[config.mk]
export PLATFORM = sky130hd
export DESIGN_NAME = cdr_period_tracker
export DESIGN_NICKNAME = d
export VERILOG_FILES = /design/src/rtl/cdr_period_tracker.sv
export SDC_FILE = /design/constraint.sdc
export NUM_CORES = 1
export LEC_CHECK = 0
export CAP_MARGIN = 20
export CELL_PAD_IN_SITES_DETAIL_PLACEMENT = 1
export CELL_PAD_IN_SITES_GLOBAL_PLACEMENT = 2
export CORE_MARGIN = 8
export CORE_UTILIZATION = 40
export CTS_CLUSTER_DIAMETER = 60
export DETAILED_ROUTE_END_ITERATION = 16
export DONT_BUFFER_PORTS = 1
export PLACE_DENSITY_LB_ADDON = 0.12
export SYNTH_ARGS = -nofsm -noshare
export SYNTH_HDL_FRONTEND = slang
export SYNTH_SLANG_ARGS = --single-unit
[constraint.sdc]
create_clock -name i_clk -period 3.1 [get_ports i_clk]
set_input_delay 0.62 -clock i_clk [delete_from_list [all_inputs] [get_ports i_clk]]
set_output_delay 0.62 -clock i_clk [all_outputs]
set_load 0.1 [all_outputs]
[src/rtl/cdr_period_tracker.sv]
// -----------------------------------------------------------------------------
// cdr_period_tracker
// Receive-side clock-recovery period tracker. Holds the symbol sampling period
// (in i_clk cycles), nudges it up or down from filtered early/late decisions,
// clamps it to [PMIN, PMAX], emits a one-cycle sample strobe once per active
// period and flags lock once decisions stop moving the period.
//
// Ports
//   i_clk    : system clock, all state on the rising edge
//   i_rst    : asynchronous active-high reset (released synchronously upstream)
//   i_en     : tracking enable; 0 freezes vote/period, strobe keeps running
//   i_upd    : one-cycle decision tick
//   i_T      : transition seen in the current window (qualifies i_upd)
//   i_E      : direction, 1 = lengthen period, 0 = shorten period
//   o_nb_P   : tracked period in cycles
//   o_sample : one-cycle sample strobe, once per active period
//   o_at_min : o_nb_P == PMIN
//   o_at_max : o_nb_P == PMAX
//   o_lock   : LOCK_N consecutive qualified decisions without a period step
// -----------------------------------------------------------------------------
module cdr_period_tracker #(
  parameter int W      = 6,
  parameter int NOM    = 25,
  parameter int PMIN   = 23,
  parameter int PMAX   = 27,
  parameter int STEP   = 2,
  parameter int VOTE   = 1,
  parameter int LOCK_N = 8
) (
  input  logic         i_clk,
  input  logic         i_rst,
  input  logic         i_en,
  input  logic         i_upd,
  input  logic         i_T,
  input  logic         i_E,
  output logic [W-1:0] o_nb_P,
  output logic         o_sample,
  output logic         o_at_min,
  output logic         o_at_max,
  output logic         o_lock
);

  // Reject parameter sets that would make the clamp or counters meaningless.
  if (!((PMIN >= 2) && (PMIN <= NOM) && (NOM <= PMAX) && (PMAX < (1 << W)) &&
        (STEP >= 1) && (STEP < (1 << W)) && (VOTE >= 1) && (VOTE <= 7) &&
        (LOCK_N >= 1) && (LOCK_N <= 255))) begin : g_param_err
    $error("cdr_period_tracker: illegal parameter set");
  end

  localparam logic [W-1:0]      NOM_V  = W'(NOM);
  localparam logic [W-1:0]      PMIN_V = W'(PMIN);
  localparam logic [W-1:0]      PMAX_V = W'(PMAX);
  localparam logic [W-1:0]      ONE_V  = W'(1);
  // Step arithmetic is done one bit wider so neither direction can wrap.
  localparam logic [W:0]        STEP_X = (W+1)'(STEP);
  localparam logic [W:0]        PMIN_X = (W+1)'(PMIN);
  localparam logic [W:0]        PMAX_X = (W+1)'(PMAX);
  localparam logic signed [3:0] VOTE_P = 4'(VOTE);
  localparam logic signed [3:0] VOTE_N = -VOTE_P;
  localparam logic [7:0]        LOCK_P = 8'(LOCK_N);

  logic signed [3:0] r_vote;
  logic signed [3:0] w_vote_sum;
  logic signed [3:0] w_vote_nxt;
  logic              w_dec;
  logic              w_up_req;
  logic              w_dn_req;
  logic              w_step;
  logic [W:0]        w_sum_up;
  logic [W-1:0]      w_up_val;
  logic [W-1:0]      w_dn_val;
  logic [W-1:0]      w_p_nxt;
  logic [7:0]        r_lock_cnt;
  logic [7:0]        w_lock_cnt_nxt;
  logic [W-1:0]      r_cnt;
  logic [W-1:0]      r_pact;

  assign w_dec      = i_en & i_upd & i_T;
  assign w_vote_sum = r_vote + (i_E ? 4'sd1 : -4'sd1);
  assign w_up_req   = w_dec & (w_vote_sum == VOTE_P);
  assign w_dn_req   = w_dec & (w_vote_sum == VOTE_N);
  assign w_sum_up   = {1'b0, o_nb_P} + STEP_X;
  assign w_up_val   = (w_sum_up > PMAX_X) ? PMAX_V : w_sum_up[W-1:0];
  assign w_dn_val   = ({1'b0, o_nb_P} < (PMIN_X + STEP_X)) ? PMIN_V
                                                           : (o_nb_P - STEP_X[W-1:0]);

  // Next period / vote / lock-count selection from the qualified decision.
  always_comb begin
    w_p_nxt        = o_nb_P;
    w_vote_nxt     = r_vote;
    w_lock_cnt_nxt = r_lock_cnt;
    if (w_up_req) begin
      w_p_nxt = w_up_val;
    end else if (w_dn_req) begin
      w_p_nxt = w_dn_val;
    end else begin
      w_p_nxt = o_nb_P;
    end
    if (w_dec) begin
      // Reaching either vote threshold clears the vote, even when clamped.
      if (w_up_req || w_dn_req) begin
        w_vote_nxt = 4'sd0;
      end else begin
        w_vote_nxt = w_vote_sum;
      end
    end else begin
      w_vote_nxt = r_vote;
    end
    if (!w_dec) begin
      w_lock_cnt_nxt = r_lock_cnt;
    end else if (w_step) begin
      w_lock_cnt_nxt = 8'd0;
    end else if (r_lock_cnt == LOCK_P) begin
      w_lock_cnt_nxt = r_lock_cnt;
    end else begin
      w_lock_cnt_nxt = r_lock_cnt + 8'd1;
    end
  end

  // A clamped request leaves the value unchanged and so is not a step.
  assign w_step = (w_p_nxt != o_nb_P);

  // Period, vote filter, bound flags and lock detector.
  always_ff @(posedge i_clk or posedge i_rst) begin
    if (i_rst) begin
      o_nb_P     <= NOM_V;
      r_vote     <= 4'sd0;
      o_at_min   <= (NOM_V == PMIN_V);
      o_at_max   <= (NOM_V == PMAX_V);
      r_lock_cnt <= 8'd0;
      o_lock     <= 1'b0;
    end else begin
      o_nb_P     <= w_p_nxt;
      r_vote     <= w_vote_nxt;
      o_at_min   <= (w_p_nxt == PMIN_V);
      o_at_max   <= (w_p_nxt == PMAX_V);
      r_lock_cnt <= w_lock_cnt_nxt;
      o_lock     <= (w_lock_cnt_nxt == LOCK_P);
    end
  end

  // Sample strobe; the active period is only reloaded at wrap so a strobe
  // interval is never a mix of old and new period.
  always_ff @(posedge i_clk or posedge i_rst) begin
    if (i_rst) begin
      r_cnt    <= {W{1'b0}};
      r_pact   <= NOM_V;
      o_sample <= 1'b0;
    end else if (r_cnt == (r_pact - ONE_V)) begin
      r_cnt    <= {W{1'b0}};
      r_pact   <= o_nb_P;
      o_sample <= 1'b1;
    end else begin
      r_cnt    <= r_cnt + ONE_V;
      o_sample <= 1'b0;
    end
  end

endmodule
Word-level counts from Yosys, hierarchy flattened
Cells that the tools add are included.
{"block": "totals", "ff_bits": 34, "input_bits": 6, "output_inout_bits": 10, "elab_cells": 41}
{"block": "op_classes", "add_sub_neg": 6, "magnitude_cmp": 2, "n_eq_ne": 8, "n_mux": 11, "bitwise_logic": 4, "reduce_logical": 1}
{"operator": "2-to-1 mux 6 bit", "count": 5}
{"operator": "2-to-1 mux 8 bit", "count": 3}
{"operator": "equality test 8 x 4 -> 1 bit (second input constant)", "count": 2}
{"operator": "equality test 6 x 5 -> 1 bit (second input constant)", "count": 2}
{"operator": "adder 8 x 1 -> 8 bit (second input constant)", "count": 1}
{"operator": "2-to-1 mux 4 bit", "count": 2}
{"operator": "adder 6 x 2 -> 7 bit (second input constant)", "count": 1}
{"operator": "> comparator 7 x 5 -> 1 bit (second input constant)", "count": 1}
{"operator": "adder 6 x 1 -> 6 bit (second input constant)", "count": 1}
{"operator": "equality test 6 bit", "count": 1}
{"operator": "less-than comparator 6 x 5 -> 1 bit (second input constant)", "count": 1}
{"operator": "!= test 6 bit", "count": 1}
{"operator": "subtractor 6 x 1 -> 6 bit (second input constant)", "count": 1}
{"operator": "subtractor 6 x 2 -> 6 bit (second input constant)", "count": 1}
{"operator": "adder 4 bit", "count": 1}
{"operator": "AND 1 bit", "count": 4}
{"operator": "equality test 4 x 1 -> 1 bit (second input constant)", "count": 1}
{"operator": "equality test 4 x 2 -> 1 bit (second input constant)", "count": 1}
{"operator": "logical OR 1 bit", "count": 1}
{"operator": "2-to-1 mux 1 bit", "count": 1}

Depth between registers and ports, before layout
Gate-level depths: netlist of the first run.
{"block": "logic_depth", "depth_word": 10, "depth_mapped": 11, "depth_no_buf": 11}

Worst setup path before layout of the first run
No wires, ideal clock.
{"block": "synth_path", "path_type": "flip-flop to flip-flop", "from": "register o_nb_P[1]", "to": "register r_lock_cnt[2]", "setup_ns": 0.082, "t_arrival_ns": 2.999, "required_time_ns": 3.018, "path_slack_ns": 0.019, "stages_incl_launch_ff": 12, "n_path_buf": 1, "synth_period_minus_slack_ns": 3.081, "path_cell_list": "dfrtp_1 -> buf_4 -> inv_1 -> ha_1 -> inv_1 -> a211oi_1 -> a32oi_1 -> o2111a_1 -> o22ai_1 -> nor4b_4 -> nand3b_1 -> a31oi_1"}
{"block": "synth_between", "elab_chain_cells": 7, "elab_cells_between_ends": 11, "classes_between": "2 x add/sub; 2 x order compare; 1 x eq/ne; 6 x mux"}
{"item": "start, declared", "line_no": "36", "source": "output logic [W-1:0] o_nb_P,"}
{"item": "start signal, assigned", "line_no": "133", "source": "o_nb_P <= w_p_nxt;"}
{"item": "adder 6 x 2 -> 7 bit, or another cell as far along", "line_no": "82", "source": "assign w_sum_up = {1'b0, o_nb_P} + STEP_X;"}
{"item": "> comparator 7 x 5 -> 1 bit or 2-to-1 mux 6 bit (tied branches)", "line_no": "83, 84"}
{"item": "2-to-1 mux 6 bit, on equally long branches", "line_no": "83, 94"}
{"item": "2-to-1 mux 6 bit", "line_no": "92", "source": "if (w_up_req) begin"}
{"item": "!= test 6 bit *", "line_no": "121", "source": "assign w_step = (w_p_nxt != o_nb_P);"}
{"item": "2-to-1 mux 8 bit *", "line_no": "111", "source": "end else if (w_step) begin"}
{"item": "2-to-1 mux 8 bit *", "line_no": "109", "source": "if (!w_dec) begin"}
{"item": "named net w_lock_cnt_nxt[2]", "line_no": "74", "source": "logic [7:0] w_lock_cnt_nxt;"}
{"item": "end signal, assigned", "line_no": "137", "source": "r_lock_cnt <= w_lock_cnt_nxt;"}
{"item": "end, declared", "line_no": "73", "source": "logic [7:0] r_lock_cnt;"}
The timed path passes the listed nets; every way through them passes the cells marked *.
A chain may end at the register's enable or synchronous reset.

Final worst setup path of the first run
{"block": "layout_path", "from": "register o_nb_P[1]", "to": "register o_at_min"}
{"block": "layout_between", "elab_chain_cells": 5, "elab_cells_between_ends": 9, "classes_between": "2 x add/sub; 2 x order compare; 1 x eq/ne; 4 x mux"}
{"item": "adder 6 x 2 -> 7 bit, or another cell as far along", "line_no": "82"}
{"item": "> comparator 7 x 5 -> 1 bit or 2-to-1 mux 6 bit (tied branches)", "line_no": "83, 84"}
{"item": "2-to-1 mux 6 bit, on equally long branches", "line_no": "83, 94"}
{"item": "2-to-1 mux 6 bit *", "line_no": "92"}
{"item": "named net w_p_nxt[1]", "line_no": "72", "source": "logic [W-1:0] w_p_nxt;"}
{"item": "equality test 6 x 5 -> 1 bit *", "line_no": "135", "source": "o_at_min <= (w_p_nxt == PMIN_V);"}
{"item": "end signal, assigned", "line_no": "128", "source": "o_at_min <= (NOM_V == PMIN_V);"}
{"item": "end signal, assigned", "line_no": "135"}
{"item": "end, declared", "line_no": "38", "source": "output logic o_at_min,"}
Marked as above.

==> results of run 1 <==
-- cells in the mapped netlist (3+ instances only) --
cell / count / area share (%)
dfrtp_1: 28 / 29
nand2_1: 29 / 4.5
o21ai_1: 3 / 0.62
a31oi_1: 6 / 1.6
nand3_1: 17 / 3.5
xor2_1: 10 / 3.6
a211oi_1: 4 / 1.2
a21oi_1: 7 / 1.4
nand4_1: 4 / 1.0
nor2_1: 26 / 4.0
inv_1: 16 / 2.5
buf_2: 5 / 1.0
ha_1: 10 / 5.2
o21ai_0: 16 / 3.3
a32oi_1: 4 / 1.4
and3_1: 3 / 0.78
a21oi_2: 4 / 1.4
xnor2_1: 9 / 3.3
o21a_1: 3 / 0.93
mux2_2: 4 / 1.9
nor3_1: 8 / 1.7
nor2b_1: 6 / 1.6
dfstp_2: 6 / 6.5
clkbuf_1: 3 / 0.47
-- stage by stage --
stage | setup slack (ns) | utilization (%) | hold slack [ns]
final | 0.341 | 45.6 | 0.343
after global routing | 0.117 | 45.6 | 0.405
after CTS | 0.340 | 45.6 | 0.377
after detailed placement | 0.0868 | 43.6 | 0.507
after global placement | 0.148 | 43.6 | 0.505
after floorplan | 0.0187 | - | 0.453
-- worst max-delay path, cell delays in order (launching register included) --
cell	delay (ns)
dfrtp_1	0.50
ha_1	0.40
nor4bb_1	0.10
a32oi_1	0.18
nand4_1	0.20
and2_1	0.22
o21ai_0	0.35
o21a_1	0.20
and4b_1	0.22
nor4bb_1	0.28
-- area by class of cell --
class	count	share of cell area [%]
Inverter	16	2.24
Timing Repair Buffer	16	4.48
Clock buffer	5	2.57
Sequential cell	34	32.0
Clock inverter	3	1.68
Tap cell	75	3.50
Multi-Input combinational cell	213	53.5
-- routing by layer --
metal  share of wire, %  wire [µm]  vias up  GRT usage [%]
met3                4.2        252        6           4.32
met4               0.80         48        0           3.83
li1                   -          -      995              -
met2                 46       2740       30           23.0
met5                  0          0        -              0
met1                 49       2940     1000           19.8
-- registers in the layout, summed over array words and instances, names as in the netlist --
name        flops
o_at_max        1
o_at_min        1
o_lock          1
o_nb_P          6
o_sample        1
r_cnt           6
r_lock_cnt      8
r_pact          6
r_vote          4
-- kinds of logic after synthesis --
family / count (synthesis)
AOI/OAI and AO/OA: 62
xor gates and xnor gates: 20
adders and majority gates: 11
buffers and inverters: 27
DFF: 34
muxes: 5
and+or+nand+nor: 115
-- report_power, final --
group	switching, µW	leakage, µW	internal (µW)
combinational	851	0.000673	414
clock	179	0.0000504	239
sequential	188	0.000409	546
total	1220	0.00113	1200
-- worst max-delay path by stage --
stage                     startpoint                      end  slack, ns
6_report         o_nb_P[1]$_DFF_PP0_       o_at_min$_DFF_PP0_       0.34
5_1_grt        r_vote[0]$_DFFE_PP0P_  r_lock_cnt[7]$_DFF_PP0_       0.12
4_1_cts        r_vote[0]$_DFFE_PP0P_  r_lock_cnt[2]$_DFF_PP0_       0.34
3_5_place_dp                     i_E  r_lock_cnt[6]$_DFF_PP0_       0.09
3_3_place_gp                     i_E  r_lock_cnt[2]$_DFF_PP0_       0.15
2_1_floorplan    o_nb_P[1]$_DFF_PP0_  r_lock_cnt[2]$_DFF_PP0_       0.02
==> flow_summary.ini, run 1 <==
[timing]
drv_slew = 0
tns_ns = 0
max_freq_ghz = 0.362
rsz0062_at_grt = no
finalHoldViolations = 0
finalSetupViolations = 0
timing.slew.headroom_pct = 41.1
max_slew.worst_pin.slew_ns = 0.885
period_share_pct = 89.0
finClkSkew_ns = 0.00953
min_period_ns = 2.76

[place]
io_buffers = 0
place.gp.congestion = 0.816
place_inst = 354
post_dp_cell_area_mm2 = 0.00257
dp_hpwl_um = 4560

[yosys]
syn_inst = 274
synth_ff_type = dfrtp_1
syn-cell-area_mm2 = 0.00242
synthArstFlopShare_pct = 100
syn_nets = 291
synth_area_per_cell_um2 = 8.82
synth_edf_count = 0
synth_simple_gate_area_share_pct = 26.2
synthDistinctLibCells = 56
yosys.area_share.xor_xnor_pct = 7.56
yosysSeqAreaShare_pct = 35.5
synth_top_family_by_area = simple AND/OR/NAND/NOR gates
synth.area.mux_share_pct = 2.28
synth-compound-area-share_pct = 17.4
synth-adder-area-share_pct = 6.01
yosys_warnings = 0
ys_ff_latch = 34

[final_layout]
layout.nets = 303
areaGrowthSynthToFinish_pct = 11.0
diodes = 0
n_fill_cell = 708
final_cell_count_no_fill = 362
multi_input_area_mm2 = 0.00144
final_common_cell = nand2_1
regArea_um2 = 858
drive_above_1_share_pct = 18.5
final_area_mm2 = 0.00268
layout_common_cells = nand2_1 (29), dfrtp_1 (28), nor2_1 (26), nand3_1 (17)

[floorplanning]
fp.dieW_um = 93.7
rows = 28
fp.dieH_um = 93.7
start_util_pct = 41.1
pin_count = 16
die_area_mm2 = 0.00878
core_mm2 = 0.00589

[detailed_routing]
dr.pass1.iters = 4
avgViaCountPerCell = 5.61
drc = 0
routed_wl_um = 5990
wl_per_cell_um = 16.5
vias = 2031
ant_nets = 0
first_iter_violations = 71

[power_and_ir_drop]
power_density_mw_per_mm2 = 901
peakVddDrop_mv = 0.676
power_uw = 2420
power.leakage_uw = 0.00113

[global_routing]
grt_pass1_wl_um = 10600
grt_max_degree = 20
grt_pass1_vias = 2132
antenna_found_initial = 0
grt_overflow = 0
grt.total_usage_pct = 14.9

[worst_setup_path]
arrival_ns = 2.94
cp.required_ns = 3.28
path_class = reg2reg
r2r_cells = 9
rrSetupSlack_ns = 0.34
cp_max_fo = 10
reg2reg_from = o_nb_P[1]$_DFF_PP0_
endpoint_kind = flop
r2r_end = o_at_min$_DFF_PP0_
crit_path_start_kind = flop

[cts]
cts_resized = 0
post_cts_buffers = 0
path_clk_slew_ns = 0.08
h-tree-depth = 2
cts_hold_buf = 0
clk_latency_ns = 0.29
cts_buffer_depth = 2
cts_tree = yes
clock_sink_count = 34
clockRootBuffer = clkbuf_8
numCtsBuffers = 5

[job]
drv_cap = 0

[hold_path]
worst_hold_path_type = in2async

[outcome]
status = completed
Power figures use the tool's default switching activity.
==> run 2: changes to the inputs <==
- clock period: 3.1 -> 2.9 ns (I/O delays scaled with it)
==> run 2 against run 1 <==
Against the previous run:
- routed wire length increased by 3.6%
- cell count grew 1.1%
- setup slack worse by 0.11 ns
- die area unchanged
- worst hold slack got worse by 0.024 ns
- maximum frequency increased by 3.4%
- clock skew rose by 0.0048 ns
- count of clock-buffer cells in the layout grew 1
- clock power is 11% lower
- global-route usage is 0.22 points higher
- via count rose by 0.69%
- critical path type unchanged
- highest routed layer unchanged
==> flow_summary.ini, run 2 (synthesis gave the netlist of run 1 again) <==
[outcome]
status = completed

[final_layout]
largest_register_ffs = 8
areaGrowthSynthToFinish_pct = 12.5
n_fill_cell = 712
regArea_um2 = 861
diodes = 0
multi_input_area_mm2 = 0.00146
utilization_pct = 46.2
layout_common_cells = nand2_1 (29), nor2_1 (26), dfrtp_1 (26), buf_4 (20), nand3_1 (17)
layout.nets = 307
top_register = r_lock_cnt
final_common_cell = nand2_1
drive_above_1_share_pct = 21.6

[cts]
h-tree-depth = 2
clockRootBuffer = clkbuf_8
cts_buffer_depth = 2
cts_tree = yes
clk_latency_ns = 0.30
clock_sink_count = 34
numCtsBuffers = 5
cts_hold_buf = 0
path_clk_slew_ns = 0.08

[detailed_routing]
dr.pass1.iters = 4
vias = 2045
drc = 0
met3WireLength_um = 200
ant_nets = 0
routed_wl_um = 6200
wl_met1_um = 3080
first_iter_violations = 75
routed-wl-met2_um = 2830
top_layer = met4
avgViaCountPerCell = 5.59
wl_per_cell_um = 17.0

[global_routing]
grt_pass1_vias = 2130
grt.total_usage_pct = 15.1
grt_overflow = 0
grt_max_degree = 23
grt_pass1_wl_um = 10700
antenna_found_initial = 0

[worst_setup_path]
crit_top_cell = o21ai_0
critPathBufInv = 0
endpoint_kind = flop
rrSetupSlack_ns = 0.23
cp-endpoint = o_at_min$_DFF_PP0_
r2r_cells = 9
arrival_ns = 2.85
cpMaxStageDelayCell = fa_1
cp_max_fo = 5
cp.required_ns = 3.09
worstPathCellList = fa_1 > xor2_1 > and3_1 > o21ai_0 > a32oi_1 > nor2_1 > a31oi_1 > o21ai_0 > nor4bb_2
path_delay_family = compound AO/OA/AOI/OAI gates
worst-path-stages = 9
r2r_end = o_at_min$_DFF_PP0_
path_class = reg2reg
cp-startpoint = r_vote[0]$_DFFE_PP0P_
max_stage_delay_ns = 0.48
crit_path_start_kind = flop
reg2reg_from = r_vote[0]$_DFFE_PP0P_

[timing]
finalSetupViolations = 0
max_freq_ghz = 0.375
rsz0062_at_grt = no
period_share_pct = 92.0
finClkSkew_ns = 0.0143
drv_slew = 0
min_period_ns = 2.67
tns_ns = 0
holdWs_ns = 0.319
finalHoldViolations = 0
max_slew.worst_pin.slew_ns = 0.881
timing.slew.headroom_pct = 41.3

[power_and_ir_drop]
power_density_mw_per_mm2 = 937
peakVddDrop_mv = 0.711
power.leakage_uw = 0.00115

[place]
io_buffers = 0
place.gp.congestion = 0.807
dp_hpwl_um = 4620

[floorplanning]
start_util_pct = 41.1
fp.dieH_um = 93.7
core_mm2 = 0.00589
die_area_mm2 = 0.00878
rows = 28
pin_count = 16
fp.dieW_um = 93.7

[hold_path]
worst_hold_path_type = in2async

[job]
drv_cap = 0
-- run 2: through the flow --
step	setup WS, ns	area, µm²	power (µW)	cells
final	0.231	2720	2550	366
after global routing	0.00369	2720	2740	366
after CTS	0.162	2700	2530	366
after detailed placement	-0.0199	2600	2140	358
after global placement	0.0381	2600	2140	358
after floorplan	0.116	2420	1820	274
-- run 2: per-layer routing --
layer / vias up / track usage, %
li1: 1008 / -
met1: 1003 / 20.4
met2: 24 / 23.5
met3: 10 / 3.44
met4: 0 / 4.23
met5: - / 0
-- run 2: final cells by class --
class | count | share of cell area, %
Multi-Input combinational cell | 213 | 53.6
Sequential cell | 34 | 31.7
Timing Repair Buffer | 20 | 5.52
Tap cell | 75 | 3.45
Clock buffer | 6 | 3.04
Inverter | 16 | 2.21
Clock inverter | 2 | 0.460
-- run 2: how the worst min path moves through the flow --
| stage | end | slack, ns |
|---|---|---|
| finish | r_cnt[1]$_DFF_PP0_ | 0.32 |
| global route | r_cnt[1]$_DFF_PP0_ | 0.38 |
| CTS | r_cnt[1]$_DFF_PP0_ | 0.35 |
| detailed placement | r_vote[2]$_DFFE_PP0P_ | 0.50 |
| global placement | r_cnt[0]$_DFF_PP0_ | 0.50 |
| floorplan | r_vote[2]$_DFFE_PP0P_ | 0.45 |
-- run 2: timing repair --
item,4_1_cts,5_1_grt
setup buffers,0,0
resized for setup,0,5
endpoints found under the setup margin,0,7
-- run 2: where the power goes --
| group | total [µW] | leakage, µW | internal (µW) | switching (µW) |
|---|---|---|---|---|
| clock | 373 | 0.0000472 | 191 | 182 |
| sequential | 794 | 0.000408 | 587 | 208 |
| combinational | 1380 | 0.000698 | 465 | 915 |
==> run 3: changes to the inputs <==
- CORE_UTILIZATION: 40 -> 43
- GPL_TIMING_DRIVEN: not set -> 0
- clock period: 2.9 -> 3.17 ns (I/O delays scaled with it)
==> run 3 against run 2 <==
Against the previous run:
- non-clock buffer count is 7 lower
- design area decreased by 0.46%
- cell count down 2.7%
- via count is 2.1% lower
- routed wire length fell by 6.5%
- clock power up 32%
- maximum frequency shrank 10%
- critical path type unchanged
==> flow_summary.ini, run 3 (synthesis gave the netlist of run 1 again) <==
[power_and_ir_drop]
power.leakage_uw = 0.00114
power_density_mw_per_mm2 = 892
peakVddDrop_mv = 0.525

[cts]
cts_hold_buf = 0
clock_sink_count = 34
cts_tree = yes
path_clk_slew_ns = 0.07
cts_buffer_depth = 2
clockRootBuffer = clkbuf_8
clk_latency_ns = 0.28
numCtsBuffers = 5
h-tree-depth = 2

[final_layout]
final_common_cell = nand2_1
final_area_mm2 = 0.00271
top_register = r_lock_cnt
drive_above_1_share_pct = 18.3
largest_register_ffs = 8
areaGrowthSynthToFinish_pct = 12.0
layout.nets = 300
layout_common_cells = nand2_1 (29), nor2_1 (26), dfrtp_1 (25), nand3_1 (17), inv_1 (16)
diodes = 0

[timing]
max_freq_ghz = 0.337
finClkSkew_ns = 0.00609
min_period_ns = 2.97
max_slew.worst_pin.slew_ns = 0.874
holdWs_ns = 0.264
finalSetupViolations = 0
finalHoldViolations = 0
drv_slew = 0
period_share_pct = 93.5
timing.slew.headroom_pct = 41.8

[floorplanning]
start_util_pct = 44.1
die_area_mm2 = 0.00827
fp.dieH_um = 91.0
fp.dieW_um = 91.0
pin_count = 16
rows = 27
core_mm2 = 0.00547

[detailed_routing]
vias = 2002
dr.pass1.iters = 4
avgViaCountPerCell = 5.62
wl_met1_um = 3000
ant_nets = 0
routed_wl_um = 5800
top_layer = met4
drc = 0
wl_per_cell_um = 16.3
first_iter_violations = 52
routed-wl-met2_um = 2570
met3WireLength_um = 190

[worst_setup_path]
cp_max_fo = 10
arrival_ns = 3.17
endpoint_kind = flop
cp.required_ns = 3.37
path_class = reg2reg
crit_path_start_kind = flop

[global_routing]
grt.total_usage_pct = 14.5
grt_max_degree = 25
grt_pass1_vias = 1981
grt_pass1_wl_um = 9970
antenna_found_initial = 0
grt_overflow = 0

[place]
dp_hpwl_um = 4420
place.gp.congestion = 0.791
io_buffers = 0
post_dp_cell_area_mm2 = 0.00253

[outcome]
status = completed

[job]
drv_cap = 0

[hold_path]
worst_hold_path_type = in2async
## run 3: cell types whose count changed in the layout (fill, tap and decap cells not counted), sizes merged
| cell | previous run | this run |
|---|---|---|
| buf | 20 | 10 |
| clkbuf | 6 | 9 |
| bufinv | 0 | 2 |
| clkinv | 1 | 0 |
| clkinvlp | 1 | 0 |
## run 3: final timing paths
check / from / to / slack, ns / depth (start not counted)
max: o_nb_P[1]$_DFF_PP0_ / r_lock_cnt[2]$_DFF_PP0_ / 0.20 / 12
min: i_rst / r_cnt[2]$_DFF_PP0_ / 0.26 / 1
max reg2reg: o_nb_P[1]$_DFF_PP0_ / r_lock_cnt[2]$_DFF_PP0_ / 0.20 / 12
min reg2reg: r_vote[2]$_DFFE_PP0P_ / r_vote[2]$_DFFE_PP0P_ / 0.50 / 2
max in group asynchronous: i_rst / r_pact[3]$_DFFE_PP1P_ / 2.33 / 2
min in group i_clk: r_vote[2]$_DFFE_PP0P_ / r_vote[2]$_DFFE_PP0P_ / 0.50 / 2
## run 3: where the power goes
part	leakage, µW	internal (µW)	total [µW]	switching (µW)
combinational	0.000659	378	969	591
clock	0.0000714	335	494	158
sequential	0.000407	545	949	404
## run 3: cell type report
class / count / area [µm²]
Tap cell: 72 / 90.1
Buffer: 11 / 62.6
Clock inverter: 2 / 60.1
Multi-Input combinational cell: 213 / 1450
Timing Repair Buffer: 2 / 35.0
Clock buffer: 6 / 82.6
Sequential cell: 34 / 867
Fill cell: 650 / 2770
Inverter: 16 / 60.1
## run 3: repair_timing
item                                    CTS  global route
gates cloned                              0             0
endpoints found under the hold margin     0             0
gates resized for setup                   5             3
pin swaps                                 0             0
endpoints found under the setup margin   11             7
buffers inserted                          0             1
## run 3: through the flow
stage	instances	util, %	setup slack [ns]	setup TNS (ns)	total power (µW)
after floorplan	274	-	0.0887	0	1660
after global placement	346	45.8	-0.438	-3.65	1890
after detailed placement	347	46.3	-0.421	-3.34	1900
after CTS	355	49.1	0.0535	0	2410
after global routing	356	49.4	-0.00623	-0.00623	2580
final	356	49.4	0.205	0	2410
## run 3: critical path: stages, from the launching register on
cell      delay, ns
dfrtp_4        0.66
buf_4          0.24
inv_1          0.05
ha_1           0.38
inv_1          0.08
a211oi_1       0.23
a32oi_1        0.13
a22oi_2        0.28
o22ai_2        0.14
nor4b_4        0.23
buf_4          0.21
nand3b_1       0.09
a31oi_1        0.17
## run 3: metal layers
| metal | GRT usage, % | up-vias |
|---|---|---|
| li1 | - | 994 |
| met1 | 19.4 | 984 |
| met2 | 23.2 | 19 |
| met3 | 3.46 | 5 |
| met4 | 3.27 | 0 |
| met5 | 0 | - |
